<file path="src/rtl/retire_trace_buf_if.sv">
// Trace output stream: 32-bit beats, four per retired-instruction record.
interface retire_trace_buf_if;
    logic        tr_valid;
    logic        tr_ready;
    logic [31:0] tr_data;
    logic        tr_last;

    modport master (output tr_valid, output tr_data, output tr_last, input tr_ready);
    modport slave  (input tr_valid, input tr_data, input tr_last, output tr_ready);
endinterface

</file>
<file path="src/rtl/retire_trace_buf.sv">
// Retired-instruction trace FIFO with PC trigger/freeze; drains each record as four 32-bit beats.
module retire_trace_buf #(
    parameter int DEPTH     = 16,
    parameter int POST_TRIG = 4,
    parameter int CNT_W     = 16
) (
    input  logic                 clk,
    input  logic                 reset_n,
    input  logic                 ret_valid,
    input  logic [31:0]          ret_pc,
    input  logic [6:0]           ret_op,
    input  logic [2:0]           ret_funct3,
    input  logic                 ret_sub,
    input  logic [4:0]           ret_rd,
    input  logic                 ret_regwrite,
    input  logic                 ret_memtoreg,
    input  logic                 ret_dmem_we,
    input  logic [31:0]          ret_result,
    input  logic [31:0]          ret_dmem_addr,
    input  logic                 arm,
    input  logic                 trig_en,
    input  logic [31:0]          trig_pc,
    retire_trace_buf_if.master   tr,
    output logic                 frozen,
    output logic [CNT_W-1:0]     drop_cnt
);
    localparam int AW  = $clog2(DEPTH);
    localparam int PCW = $clog2(POST_TRIG + 2);

    typedef enum logic [1:0] {IDLE, ARMED, POST, FROZEN} state_t;

    typedef struct packed {
        logic [31:0] pc;
        logic [31:0] ctl;
        logic [31:0] result;
        logic [31:0] addr;
    } rec_t;

    state_t         state, state_n;
    logic [PCW-1:0] post_cnt, post_cnt_n;
    logic [AW:0]    wr_ptr, rd_ptr;
    logic [1:0]     beat;
    rec_t           mem [DEPTH];
    rec_t           rec_in, head;
    logic           capturing, hit, empty, full, xfer, pop, push, drop;

    assign hit       = trig_en && (ret_pc == trig_pc);
    // arm takes priority over a same-cycle retire, so that record is never written
    assign capturing = ret_valid && !arm && (state == ARMED || state == POST);

    always_comb begin
        state_n    = state;
        post_cnt_n = post_cnt;
        if (arm) begin
            state_n    = ARMED;
            post_cnt_n = '0;
        end else begin
            case (state)
                ARMED: if (ret_valid && hit) begin
                    if (POST_TRIG == 0) begin
                        state_n = FROZEN;
                    end else begin
                        state_n    = POST;
                        post_cnt_n = PCW'(POST_TRIG);
                    end
                end
                POST: if (ret_valid) begin
                    post_cnt_n = post_cnt - PCW'(1);
                    if (post_cnt == PCW'(1)) state_n = FROZEN;
                end
                default: ;
            endcase
        end
    end

    always_ff @(posedge clk) begin
        if (!reset_n) begin
            state    <= IDLE;
            post_cnt <= '0;
        end else begin
            state    <= state_n;
            post_cnt <= post_cnt_n;
        end
    end

    assign empty = (wr_ptr == rd_ptr);
    assign full  = (wr_ptr[AW] != rd_ptr[AW]) && (wr_ptr[AW-1:0] == rd_ptr[AW-1:0]);
    assign xfer  = tr.tr_valid && tr.tr_ready;
    assign pop   = xfer && (beat == 2'd3);
    // a final-beat pop frees the slot in time for a write into a full FIFO
    assign push  = capturing && (!full || pop);
    assign drop  = capturing && full && !pop;

    assign rec_in = '{pc: ret_pc,
                      ctl: {ret_op, ret_funct3, ret_sub, ret_rd, ret_regwrite,
                            ret_memtoreg, ret_dmem_we, 13'b0},
                      result: ret_result,
                      addr: ret_dmem_addr};

    always_ff @(posedge clk) begin
        if (!reset_n || arm) begin
            wr_ptr   <= '0;
            rd_ptr   <= '0;
            beat     <= '0;
            drop_cnt <= '0;
        end else begin
            if (push) wr_ptr <= wr_ptr + (AW+1)'(1);
            if (pop)  rd_ptr <= rd_ptr + (AW+1)'(1);
            if (xfer) beat   <= beat + 2'd1;
            if (drop && !(&drop_cnt)) drop_cnt <= drop_cnt + CNT_W'(1);
        end
    end

    always_ff @(posedge clk) begin
        if (push) mem[wr_ptr[AW-1:0]] <= rec_in;
    end

    assign head        = mem[rd_ptr[AW-1:0]];
    assign tr.tr_valid = !empty;
    assign tr.tr_last  = !empty && (beat == 2'd3);
    assign frozen      = (state == FROZEN);

    always_comb begin
        tr.tr_data = '0;
        if (!empty) begin
            case (beat)
                2'd0:    tr.tr_data = head.pc;
                2'd1:    tr.tr_data = head.ctl;
                2'd2:    tr.tr_data = head.result;
                default: tr.tr_data = head.addr;
            endcase
        end
    end
endmodule

</file>
<file path="src/flat_wrapper.sv">
// flat-port wrapper written by rule: the top's interface ports become plain ports
module retire_trace_buf_flat 
#(
    parameter int DEPTH     = 16,
    parameter int POST_TRIG = 4,
    parameter int CNT_W     = 16
)
  (clk, reset_n, ret_valid, ret_pc, ret_op, ret_funct3, ret_sub, ret_rd, ret_regwrite, ret_memtoreg, ret_dmem_we, ret_result, ret_dmem_addr, arm, trig_en, trig_pc, frozen, drop_cnt, tr_tr_valid, tr_tr_data, tr_tr_last, tr_tr_ready);
  retire_trace_buf_if tr_i ();
  input  logic clk;
  input  logic reset_n;
  input  logic ret_valid;
  input  logic [31:0] ret_pc;
  input  logic [6:0] ret_op;
  input  logic [2:0] ret_funct3;
  input  logic ret_sub;
  input  logic [4:0] ret_rd;
  input  logic ret_regwrite;
  input  logic ret_memtoreg;
  input  logic ret_dmem_we;
  input  logic [31:0] ret_result;
  input  logic [31:0] ret_dmem_addr;
  input  logic arm;
  input  logic trig_en;
  input  logic [31:0] trig_pc;
  output logic frozen;
  output logic [CNT_W-1:0] drop_cnt;
  output wire logic [$bits(tr_i.tr_valid)-1:0] tr_tr_valid;
  output wire logic [$bits(tr_i.tr_data)-1:0] tr_tr_data;
  output wire logic [$bits(tr_i.tr_last)-1:0] tr_tr_last;
  input wire logic [$bits(tr_i.tr_ready)-1:0] tr_tr_ready;
  assign tr_tr_valid = tr_i.tr_valid;
  assign tr_tr_data = tr_i.tr_data;
  assign tr_tr_last = tr_i.tr_last;
  assign tr_i.tr_ready = tr_tr_ready;
  retire_trace_buf #(.DEPTH(DEPTH), .POST_TRIG(POST_TRIG), .CNT_W(CNT_W)) u_core (.clk(clk), .reset_n(reset_n), .ret_valid(ret_valid), .ret_pc(ret_pc), .ret_op(ret_op), .ret_funct3(ret_funct3), .ret_sub(ret_sub), .ret_rd(ret_rd), .ret_regwrite(ret_regwrite), .ret_memtoreg(ret_memtoreg), .ret_dmem_we(ret_dmem_we), .ret_result(ret_result), .ret_dmem_addr(ret_dmem_addr), .arm(arm), .trig_en(trig_en), .trig_pc(trig_pc), .tr(tr_i), .frozen(frozen), .drop_cnt(drop_cnt));
endmodule
</file>
<file path="config.mk">
export PLATFORM = sky130hd
export DESIGN_NAME = retire_trace_buf_flat
export DESIGN_NICKNAME = d
export VERILOG_FILES = /design/src/rtl/retire_trace_buf_if.sv /design/src/rtl/retire_trace_buf.sv /design/src/flat_wrapper.sv
export SDC_FILE = /design/constraint.sdc
export NUM_CORES = 2
export LEC_CHECK = 0
export CORE_MARGIN = 2
export CORE_UTILIZATION = 30
export CTS_CLUSTER_SIZE = 12
export DETAILED_ROUTE_END_ITERATION = 8
export GPL_TIMING_DRIVEN = 0
export PLACE_DENSITY = 0.47
export RECOVER_POWER = 50
export SYNTH_ARGS = -nofsm -noshare
export SYNTH_HDL_FRONTEND = slang
export SYNTH_SLANG_ARGS = --single-unit
</file>
<file path="constraint.sdc">
create_clock -name clk -period 10.8 [get_ports clk]
set_input_delay 2.16 -clock clk [delete_from_list [all_inputs] [get_ports clk]]
set_output_delay 2.16 -clock clk [all_outputs]
set_load 0.02 [all_outputs]
</file>
After elaboration in Yosys (flattened, before gate mapping)
Memories as Yosys holds them, arrays and structs flattened. A register that Yosys moved wholly into a read port is not among the register bits. Index checks and enable logic that the tools add are counted.

Input port bits: 153. Flip-flop bits (word level): 33. Output and inout port bits: 51. Memories kept: 1. Word-level logic and storage cells: 74. Memory bits (writable): 1840.

Add/sub/neg operators: 5. Eq/ne operators: 17. Bitwise operators: 1. Multiplexer cells: 14. Reductions and logical operators: 29.

Memory list: u_core.mem (words 16, width 115, read ports 1, clocked after Yosys merged registers in 1, wr ports 1, line retire_trace_buf.sv:43) `rec_t mem [DEPTH];`.

Operator list (number): case mux 32 bit (3 select lines) (1); == test 32 bit (1); 2-to-1 mux 32 bit (1); adder 16 x 1 -> 16 bit (second input constant) (1); AND reduction 16 bit (1); logical AND 1 bit (12); adder 5 x 1 -> 5 bit (second input constant) (2); inequality test 3 bit (second input constant) (3); == test 2 bit (second input constant) (4); 2-to-1 mux 4 bit (2); AND reduction 4 bit (2); logical NOT 1 bit (6); 2-to-1 mux 2 bit (3); 2-to-1 mux 3 bit (2); inequality test 2 bit (second input constant) (3); case mux 3 bit (2 select lines) (1); == test 5 bit (1); == test 2 x 1 -> 1 bit (second input constant) (2); == test 4 bit (1); case mux 2 bit (2 select lines) (1); == test 3 x 1 -> 1 bit (second input constant) (1); logical OR 1 bit (3); 2-to-1 mux 1 bit (3); AND reduction 3 bit (1); other kinds (8) (8).

Logic depth before layout (Yosys ltp)
Word-level depth: 8. Depth in mapped cells: 9.

Worst setup path after synthesis
Ideal clock, no wire load.

Kind: input -> register. From: in arm. To: mem u_core.mem[3][0] (netlist bit), enable pin. Slack: -0.842 ns. Stages on the path: 4. Arrival time: 10.911 ns. Path through: nor3b_1 > a21boi_1 > nand2_1 > nor3_1.

Longest elaborated chain between the ends: 6.

RTL lines: from (decl) (line flat_wrapper.sv:23) `input logic arm;`; logical NOT 1 bit (line retire_trace_buf.sv:49) `assign capturing = ret_valid && !arm && (state == ARMED || state == POST);`; logical AND 1 bit (2 in a row) (line retire_trace_buf.sv:49); logical AND 1 bit (line retire_trace_buf.sv:91) `assign push = capturing && (!full || pop);`; 2-to-1 mux 1 bit (line retire_trace_buf.sv:115) `if (push) mem[wr_ptr[AW-1:0]] <= rec_in;`; 2-to-1 mux 1 bit (implied by the code) (line retire_trace_buf.sv:115); to (decl) (line retire_trace_buf.sv:43).

Every way passes these cells.

==> metrics.md <==
| Metric | Value |
|---|---|
| Antenna Nets Post-Route | `0` |
| Final standard cell area without fillers | `87,100 sq um` |
| Final routed wire length divided by cell count | `29.6 microns` |
| Fill count | `22,100` |
| First DRT Iteration DRCs | `3,350` |
| Status | `finished clean` |
| Share of final-layout standard cells stronger than drive strength 1 | `24.7%` |
| Top flip-flop cell by instance count after synthesis | `edfxtp_1` |
| Hold violation total from the final report | `0` |
| Vias after detailed routing | `35,200` |
| Final cell count without fillers | `7,057` |
| WP data required | `8640 ps` |
| Post-cts sizing count | `0` |
| Unrepaired setup endpoints after global routing | `false` |
| Maximum number of buffers from clock root to sink | `3` |
| Number of global-route vias before repair | `35,900` |
| Placement-stage cell area | `81,100 sq um` |
| Detailed placer's ending HPWL | `142 mm` |
| WL final | `209 mm` |
| Power per standard cell area | `168 nW/um^2` |
| Average cell area after synthesis | `22.7 sq um` |
| CP Capture Type | `output port` |
| Worst-skew pair later-pin latency | `860 ps` |
| Maximum number of pins on one net before global-route repair | `23` |
| Startpoint type of the worst setup path | `flop` |
| Cell variety after synth | `45` |
| Buffers inserted by post-CTS timing repair | `0` |
| Leakage power | `25.7 nW` |
| Final core utilization | `36.3%` |
| Area of the core | `240,000 sq um` |
| All-layer global routing usage | `17.0%` |
| Sequential element share of the synthesized area | `77.5%` |
| Count of unresolved DRC violations after routing | `0` |
| Synthesized instance count | `3,184` |
| Buffer cell driving the clock tree root | `clkbuf_16` |
| Net count reported at finish | `3,882` |
| Vias per cell | `4.98` |
| Detailed-router iteration count before antenna repair | `7` |
| Fraction of synthesis flops using an asynchronous set or reset pin | `0%` |
| Aggregate global routing overflow | `0` |
| Area growth syn-to-layout | `20.5%` |
| Sum Neg Setup Slack | `0 ps` |
| Post-synth EDFFs | `1,840` |
| Classification of the worst-slack hold path | `flop to flop` |
| Cell count after placement | `6,696` |
| Number of antenna violations at the first check in global routing | `48` |
| Clock buffer count from CTS | `200` |
| Summed instance area of the synthesized netlist | `72,300 sq um` |
| Max VDD drop | `0.116 mV` |
| Final-report max-slew violation count | `0` |
| Starting utilization of the core area | `30.1%` |
| Worst relative slew slack | `8.93%` |
| Setup Viol. Count Final | `0` |
| Count of yosys warnings during synthesis | `0` |
| Data arrival time of the critical path | `6780 ps` |
| Worst Path Class, Setup | `flop to output port` |
| Transition time of the tightest slew-check pin | `1370 ps` |
| Area enclosed by the die boundary | `245,000 sq um` |
| Final critical-path required period | `8940 ps` |
| Wire length of the first global-routing pass | `291 mm` |
| Port bufs | `203` |
| Biggest fanout along the worst timing path | `10` |
| Global placement routability congestion | `0.766` |
| Die Span Y | `495 microns` |
| Die Span X | `495 microns` |
| Flip-flop and latch count after synthesis | `1,877` |
| CTS tree | `built` |
| Post-Route Skew | `39.7 ps` |
| Number of hold buffers added after cts | `0` |
| H-tree Lvls | `4` |
| Worst-path clk slew | `60 ps` |
| Total I/O pin count | `204` |
| FMAX | `112 MHz` |
| Synthesized net count | `3,353` |
| Max-cap violation count | `0` |
| Portion of the clock cycle consumed by the worst path in the final layout | `82.8%` |
| Placement Rows | `180` |
| Count of clock tree sinks | `1,877` |
## report_power, final
part / total (mW) / switching, mW / internal, mW
Clock: 6.38 / 2.83 / 3.55
Combinational: 0.250 / 0.175 / 0.0748
Sequential: 8.01 / 0.00295 / 8.01
## cell usage after synthesis, types with 35 or more instances
cell type  instances  share of area (%)
edfxtp_1        1840                 76
nand2_1           46               0.24
xor2_1            41               0.50
clkbuf_1          76               0.39
mux2i_1          186                2.6
nor2_1            46               0.24
mux4_2           473                 15
dfxtp_1           37                1.0
nor3_1            35               0.24
o22ai_1           83               0.72
nor4_1            39               0.34
buf_2             64               0.44
## metrics by stage
stage | hold WS, ps | setup WS, ps | total power, mW
6_report | 501 | 1860 | 14.6
5_1_grt | 530 | 1620 | 15.1
4_1_cts | 503 | 1670 | 14.8
3_5_place_dp | 492 | 2640 | 8.43
3_3_place_gp | 496 | -6510 | 8.41
2_1_floorplan | 470 | 2250 | 8.21
## final cells by class
type	instances	area [sq um]	area share [%]
sequential	1877	56000	64.3
inverter	15	56.3	0.0647
tap	3185	3990	4.58
timing repair buffer	327	4630	5.32
buffer	167	712	0.817
multi-input combinational	1125	15700	18.0
antenna	7	17.5	0.0201
clock buffer	257	5260	6.04
clock inverter	97	721	0.828
## flip-flops by register name, indices dropped and copies added, names as in the netlist, named ones only
signal	flops
u_core.beat	2
u_core.drop_cnt	16
u_core.mem	1840
u_core.post_cnt	3
u_core.rd_ptr	5
u_core.state	2
u_core.wr_ptr	5
## cell families (layout without fill, tap and decap cells)
family / Yosys count / in the layout / synth area share (%)
other: 0 / 7 / 0
and+or+nand+nor: 228 / 228 / 1.63
DFF: 1877 / 1877 / 77.5
adders and majority gates: 16 / 16 / 0.277
xor gates and xnor gates: 57 / 57 / 0.691
buffers and inverters: 182 / 863 / 1.06
AOI/OAI and AO/OA: 146 / 146 / 1.27
muxes: 678 / 678 / 17.6
## layout by cell type (no fill, tap or decap), types with 10 or more instances in the layout
master	netlist	final
a211oi_1	19	19
buf_1	26	26
buf_12	0	67
buf_16	0	36
buf_2	64	64
buf_8	0	15
clkbuf_1	76	130
clkbuf_16	0	202
clkdlybuf4s50_1	0	74
clkinv_1	0	55
clkinv_2	0	19
dfxtp_1	37	37
dlygate4sd3_1	0	129
edfxtp_1	1840	1840
ha_1	16	16
inv_1	15	15
mux2_2	19	19
mux2i_1	186	186
mux4_2	473	473
nand2_1	46	46
nand3_1	10	10
nand4_1	10	10
nor2_1	46	34
nor2_4	0	12
nor2b_1	14	14
nor3_1	35	31
nor4_1	39	33
o21ai_0	26	26
o22ai_1	83	83
xnor2_1	16	16
xor2_1	41	38
## worst max-delay path, stage by stage, from the launching register on
cell,delay (ps)
dfxtp_1,310
buf_2,150
buf_2,340
buf_2,440
buf_2,500
nand2_1,730
clkbuf_1,550
o22ai_1,840
nor4_1,300
a211oi_1,970
clkdlybuf4s50_1,780
## worst paths after layout
check	start	endpoint	slack (ps)	cells after the start
worst max-delay path	flop	tr_tr_data[22]	1860	10
worst min-delay path	u_core.drop_cnt[15]	u_core.drop_cnt[15]	500	2
worst max register to register	u_core.state[0]	u_core.mem[14][26]	6250	10
worst min register to register	u_core.drop_cnt[15]	u_core.drop_cnt[15]	500	2
## per-layer routing
layer / wire length (microns) / track usage, % / vias up
met2: 97500 / 26.7 / 1096
li1: - / - / 14600
met1: 92900 / 23.8 / 19100
met3: 13100 / 3.62 / 311
met4: 5410 / 4.63 / 30
met5: 175 / 0 / -
No activity file was read; power rests on OpenSTA's default activity.
